$ cat config.mk
export PLATFORM = sky130hd
export DESIGN_NAME = tlb_ptw_arbiter
export DESIGN_NICKNAME = d
export VERILOG_FILES = /design/src/rtl/MMU_defs.sv /design/src/rtl/tlb_ptw_arbiter.sv
export SDC_FILE = /design/constraint.sdc
export NUM_CORES = 1
export LEC_CHECK = 0
export CORE_MARGIN = 5
export CORE_UTILIZATION = 39
export CTS_CLUSTER_DIAMETER = 30
export CTS_CLUSTER_SIZE = 30
export DETAILED_ROUTE_END_ITERATION = 8
export PLACE_DENSITY = 0.79
export SLEW_MARGIN = 20
export SYNTH_ARGS = -nofsm -noshare
export SYNTH_HDL_FRONTEND = slang
export SYNTH_SLANG_ARGS = --single-unit
$ cat constraint.sdc
create_clock -name clk -period 1.9 [get_ports clk]
set_input_delay 0.38 -clock clk [delete_from_list [all_inputs] [get_ports clk]]
set_output_delay 0.38 -clock clk [all_outputs]
set_load 0.05 [all_outputs]
$ cat src/rtl/MMU_defs.sv
// Purpose: shared MMU types for the TLB/PTW arbitration slice.
// Latency: n/a (types, constants and a pure helper function only).
// Backpressure: n/a.
//
// Contents: arbiter FSM state encoding, TLB selector, Sv32 VPN width and
// the 2-way round-robin pick used by the arbiter.

package MMU_defs;

  // Sv32 virtual page number width.
  localparam int unsigned VPN_W_SV32 = 20;

  typedef enum logic [1:0] {
    IDLE = 2'd0,
    WALK = 2'd1,
    RESP = 2'd2
  } type_ptw_arb_state_e;

  typedef enum logic {
    SEL_ITLB = 1'b0,
    SEL_DTLB = 1'b1
  } type_tlb_sel_e;

  // Two-way round-robin: a lone requester always wins; on a tie the side
  // that did not win last time is chosen. With no requester the result is
  // don't-care (the caller only uses it when a miss is pending).
  function automatic type_tlb_sel_e rr_pick(input logic           itlb_req,
                                            input logic           dtlb_req,
                                            input type_tlb_sel_e  last);
    type_tlb_sel_e pick;
    pick = SEL_ITLB;
    if (itlb_req && dtlb_req) begin
      pick = (last == SEL_ITLB) ? SEL_DTLB : SEL_ITLB;
    end else if (dtlb_req) begin
      pick = SEL_DTLB;
    end
    return pick;
  endfunction

endpackage

$ cat src/rtl/tlb_ptw_arbiter.sv
// Purpose: share one page-table walker between the ITLB and the DTLB.
// Latency: miss in N -> ptw_req_o in N+1; ptw_done_i in M -> strobe in M+1.
// Backpressure: none; requesters hold their miss level until strobed.
//
// Ports:
//   clk, rst_n                      clock, async active-low reset
//   itlb_miss_i, itlb_vpn_i         ITLB miss request and its VPN
//   dtlb_miss_i, dtlb_vpn_i,
//   dtlb_store_i                    DTLB miss request, VPN, store flag
//   tlb_flush_i                     sfence.vma pulse
//   ptw_req_o, ptw_vpn_o,
//   ptw_store_o                     walk request to the PTW (held for walk)
//   ptw_done_i, ptw_fault_i         walk completion pulse and fault qualifier
//   itlb_update_o, itlb_fault_o,
//   dtlb_update_o, dtlb_fault_o     one-hot completion strobes to the TLBs

module tlb_ptw_arbiter
  import MMU_defs::*;
#(
  parameter int unsigned VPN_W = VPN_W_SV32
) (
  input  logic             clk,
  input  logic             rst_n,
  input  logic             itlb_miss_i,
  input  logic [VPN_W-1:0] itlb_vpn_i,
  input  logic             dtlb_miss_i,
  input  logic [VPN_W-1:0] dtlb_vpn_i,
  input  logic             dtlb_store_i,
  input  logic             tlb_flush_i,
  output logic             ptw_req_o,
  output logic [VPN_W-1:0] ptw_vpn_o,
  output logic             ptw_store_o,
  input  logic             ptw_done_i,
  input  logic             ptw_fault_i,
  output logic             itlb_update_o,
  output logic             dtlb_update_o,
  output logic             itlb_fault_o,
  output logic             dtlb_fault_o
);

  type_ptw_arb_state_e state_q, state_d;
  type_tlb_sel_e       owner_q, owner_d;
  type_tlb_sel_e       last_grant_q, last_grant_d;
  logic                killed_q, killed_d;
  logic                fault_q, fault_d;
  logic                store_q, store_d;
  logic [VPN_W-1:0]    vpn_q, vpn_d;

  type_tlb_sel_e       pick;
  logic                any_miss;
  logic                resp_live;

  assign any_miss = itlb_miss_i | dtlb_miss_i;
  assign pick     = rr_pick(itlb_miss_i, dtlb_miss_i, last_grant_q);

  always_ff @(posedge clk or negedge rst_n) begin
    if (!rst_n) begin
      state_q      <= IDLE;
      owner_q      <= SEL_ITLB;
      last_grant_q <= SEL_ITLB;  // first tie after reset goes to the DTLB
      killed_q     <= 1'b0;
      fault_q      <= 1'b0;
      store_q      <= 1'b0;
      vpn_q        <= '0;
    end else begin
      state_q      <= state_d;
      owner_q      <= owner_d;
      last_grant_q <= last_grant_d;
      killed_q     <= killed_d;
      fault_q      <= fault_d;
      store_q      <= store_d;
      vpn_q        <= vpn_d;
    end
  end

  always_comb begin
    state_d      = state_q;
    owner_d      = owner_q;
    last_grant_d = last_grant_q;
    killed_d     = killed_q;
    fault_d      = fault_q;
    store_d      = store_q;
    vpn_d        = vpn_q;

    unique case (state_q)
      IDLE: begin
        // A flush in IDLE only delays the grant by one cycle; the miss is
        // still held and gets picked up next cycle against the new tables.
        if (!tlb_flush_i && any_miss) begin
          state_d      = WALK;
          owner_d      = pick;
          last_grant_d = pick;
          killed_d     = 1'b0;
          if (pick == SEL_DTLB) begin
            vpn_d   = dtlb_vpn_i;
            store_d = dtlb_store_i;
          end else begin
            vpn_d   = itlb_vpn_i;
            store_d = 1'b0;
          end
        end
      end

      WALK: begin
        // The PTW cannot be aborted, so a flush just poisons the result.
        // A flush coincident with done is caught here as well.
        if (tlb_flush_i) begin
          killed_d = 1'b1;
        end
        if (ptw_done_i) begin
          fault_d = ptw_fault_i;
          state_d = RESP;
        end
      end

      RESP: begin
        killed_d = 1'b0;
        state_d  = IDLE;
      end

      default: begin
        state_d = IDLE;
      end
    endcase
  end

  assign ptw_req_o   = (state_q == WALK);
  assign ptw_vpn_o   = vpn_q;
  assign ptw_store_o = store_q;

  // Strobes decode purely from flopped state; the only live term is the
  // flush, which must still suppress a refill landing in the flush cycle.
  // A killed walk emits nothing: the requester keeps its miss high and is
  // re-arbitrated with a fresh walk.
  assign resp_live = (state_q == RESP) && !killed_q && !tlb_flush_i;

  assign itlb_update_o = resp_live && (owner_q == SEL_ITLB) && !fault_q;
  assign itlb_fault_o  = resp_live && (owner_q == SEL_ITLB) &&  fault_q;
  assign dtlb_update_o = resp_live && (owner_q == SEL_DTLB) && !fault_q;
  assign dtlb_fault_o  = resp_live && (owner_q == SEL_DTLB) &&  fault_q;

endmodule

**Word-level counts from Yosys, hierarchy flattened**

Index checks and enable logic that the tools add are counted.

- Input port bits: 48
- Output and inout bits: 26
- Register bits after elaboration: 26

- Bitwise operators: 2
- Equal/unequal tests: 5
- Reduce and logical (&&, ||, !) cells: 19
- Muxes and demuxes: 11

Operators by type and width:

| operator | number |
|---|---|
| two-way mux 20 bit | 1 |
| logical AND 1 bit | 10 |
| two-way mux 1 bit | 6 |
| AND reduction 2 bit | 3 |
| two-way mux 2 bit | 2 |
| != test 2 bit, second input constant | 2 |
| case mux 2 bit (2 select lines) | 1 |
| logical NOT 1 bit | 3 |
| case mux 1 bit (3 select lines) | 1 |
| AND reduction 3 bit | 1 |
| nonzero test 3 bit | 1 |
| == test 2 x 1 -> 1 bit, second input constant | 1 |
| == test 2 bit, second input constant | 1 |
| logical NOT 2 bit | 1 |
| != test 2 x 1 -> 1 bit, second input constant | 1 |
| NOT 1 bit | 1 |
| bitwise OR 1 bit | 1 |

**Logic depth before layout (Yosys ltp)**

- Word-level depth: 5
- Mapped depth: 4
- Mapped depth without buffers: 3

**Worst setup path after synthesis**

OpenSTA, ideal clock, no wires.

- Path kind: flip-flop to output port
- Start: reg state_q[0]
- End: out itlb_update_o
- Data required time: 1.520 ns
- Cell stages (with the launch flop): 3
- Buffers on the path: 0
- Data arrival time: 2.048 ns
- Path slack: -0.528 ns
- Path through: dfrtp_1 > nor4b_1 > nor3b_1

- Cells in the longest elaborated chain, start to end: 5

Ends and longest elaborated chain:

| what | line | text |
|---|---|---|
| from (decl) | tlb_ptw_arbiter.sv:41 | `type_ptw_arb_state_e state_q, state_d;` |
| from (signal assigned) | tlb_ptw_arbiter.sv:66 | `state_q <= state_d;` |
| == test 2 bit | tlb_ptw_arbiter.sv:135 | `assign resp_live = (state_q == RESP) && !killed_q && !tlb_flush_i;` |
| logical AND 1 bit (2 in series) | tlb_ptw_arbiter.sv:135 |  |
| logical AND 1 bit (2 in series) | tlb_ptw_arbiter.sv:137 | `assign itlb_update_o = resp_live && (owner_q == SEL_ITLB) && !fault_q;` |
| to (decl) | tlb_ptw_arbiter.sv:35 | `output logic itlb_update_o,` |

Every way passes these cells.

**Final worst setup path**

Same ends and word-level chain as after synthesis.

==> flow_summary.toml <==
[outcome]
run_status = "complete, no violations"

[global_routing]
track_usage = 0.150
antenna_found_initial = 0
grt_pass1_vias = 1228
grt_pass1_wl_um = 5960
grt_max_degree = 27
gr-total-overflow = 0

[timing]
fmax_mhz = 530
hold_violations = 0
holdWs_ps = 483
finalSetupViolCount = 0
worst_pin_slew_ps = 514
rsz0062_at_grt = "yes"
slew_headroom = 0.656
finalCritPeriodShare = 0.992
period_needed_ps = 1890
finClkSkew_ps = 1.90
drv_slew = 0

[route]
drt_iter0_drc = 31
vias_per_cell = 4.84
wirelength_um = 3720
wire_per_inst_um = 16.7
drcViolationCount = 0
num_vias = 1079
ant_nets = 0
first_pass_iters = 4

[worst_setup_path]
crit_fanout = 4
crit_required_ps = 1520
cp.arrival_ps = 1510
crit_chain = "nor4b_2, buf_4, nor3b_4, buf_12"
slowest_stage = "dfrtp_1"
cp-end-kind = "output pin"
critical_path_class = "flip-flop to output pin"
critical_path.startpoint_type = "flip-flop"
slowest_delay_ps = 410

[floorplan]
rows = 22
die_h_um = 70.8
die_area_um2 = 5020
die_w_um = 70.8
core_um2 = 3630
ios = 74
start_util = 0.397

[power_and_ir_drop]
ir_worst_vdd_mv = 0.597
powerDensity_nw_per_um2 = 1310
leakagePower_nw = 1.08

[synthesis]
postSynthCellCount = 93
yosys_warnings = 0
yosysSeqAreaShare = 0.451
synthDistinctLibCells = 19
ys_ff_latch = 26
syn_avg_cell_area_um2 = 15.5
synth.cell_area_um2 = 1440
synth_fp_nets = 141

[placement]
place.port_buffers = 73
dp_hpwl_um = 2850
place_congestion = 0.799

[layout]
syn_to_final_growth_pct = 67.9
post-route-util = 0.667
drive_above_1_share = 0.377
mostFrequentLayoutCells = "clkdlybuf4s50_1, mux2_4, dfrtp_1"
diodes = 0
nets = 224
layout.cells.most_common = "clkdlybuf4s50_1"

[cts]
cts_buffer_depth = 2
cts_sinks = 26
path_clk_slew_ps = 90
cts_tree = "built"
htree_levels = 1
clock_latency_ps = 270
cts_hold_buffers = 0
cts_buffers = 3
cts_root_buf = "clkbuf_8"

[worst_hold_path]
hp-class = "input port to async pin"

[flow_run]
maxCapViolCount = 0
sequential cells by signal (all words and copies together), names as in the netlist:
name and flops:
last_grant_q 1, state_q 2, ptw_store_o 1, killed_q 1
ptw_vpn_o 20, fault_q 1
cell families (layout without fill, tap and decap cells):
kind of cell	after synthesis	in the layout	synth area share
and+or+nand+nor	14	14	0.0668
buffers and inverters	6	88	0.0364
DFF	26	26	0.451
muxes	43	43	0.426
AOI/OAI and AO/OA	4	4	0.0199
area by class of cell:
class | count | area [um^2]
repair buffers | 82 | 880
well taps | 48 | 60.1
fillers | 300 | 1210
clock buffers | 4 | 55.1
inverters | 2 | 7.51
multi-input cells | 61 | 768
flip-flops and latches | 26 | 652
synthesized netlist by cell type:
cell type   n  area share
mux2_4     35        0.36
dfrtp_1    26        0.45
buf_6       4       0.031
mux2_1      4       0.031
mux2_2      3       0.023
nand2_1     3      0.0078
nor2b_1     3       0.013
inv_1       2      0.0052
nor2_1      2      0.0052
o21ai_0     2      0.0069
a21boi_2    1      0.0078
a21o_1      1      0.0052
and2_1      1      0.0043
and3_1      1      0.0043
and3b_1     1      0.0061
mux2i_1     1      0.0069
nor3b_1     1      0.0052
nor4_4      1       0.015
nor4b_1     1      0.0061
worst paths after layout:
check	slack [ps]	cells past startpoint	to	from
max	10	4	itlb_update_o	state_q[0]
max reg2reg	180	5	ptw_vpn_o[13]	state_q[0]
min in group clk	520	1	ptw_vpn_o[11]	ptw_vpn_o[11]
min reg2reg	520	1	ptw_vpn_o[11]	ptw_vpn_o[11]
min	480	2	ptw_vpn_o[9]	rst_n
max in group asynchronous	1140	2	state_q[1]	rst_n
what timing repair did:
item | in CTS | in global routing
setup endpoints to repair | 4 | 5
gates resized for setup | 3 | 3
buffers inserted | 1 | 1
endpoints found under the hold margin | 0 | 0
metrics by stage:
step	cells	setup TNS [ps]	worst slack (ps)	total power, mW	instance area [um^2]
after detailed placement	217	-2290	-194	2.81	2340
after global routing	223	-231	-89.7	3.31	2420
after CTS	222	0	0.756	3.20	2410
after floorplan	93	-47.5	-47.5	2.14	1450
final	223	0	14.6	3.17	2420
after global placement	217	-1820	-148	2.77	2340
layer usage:
metal,vias up,GRT usage,wire length [um]
met3,2,0.0355,234
met2,47,0.292,2050
met4,0,0.0501,34
li1,492,-,-
met1,538,0.155,1410
met5,-,0,0
critical path, delay by kind of cell (launching register included):
family	cells	cell delay (ps)
AND/OR/NAND/NOR	2	500
buffers and inverters	2	340
flip-flops	1	410
power by group:
| part | switching [mW] | internal (mW) | leakage [nW] |
|---|---|---|---|
| Sequential | 0.172 | 0.779 | 0.307 |
| Combinational | 1.02 | 0.843 | 0.749 |
| Clock | 0.172 | 0.185 | 0.0288 |
Power figures use the tool's default switching activity.
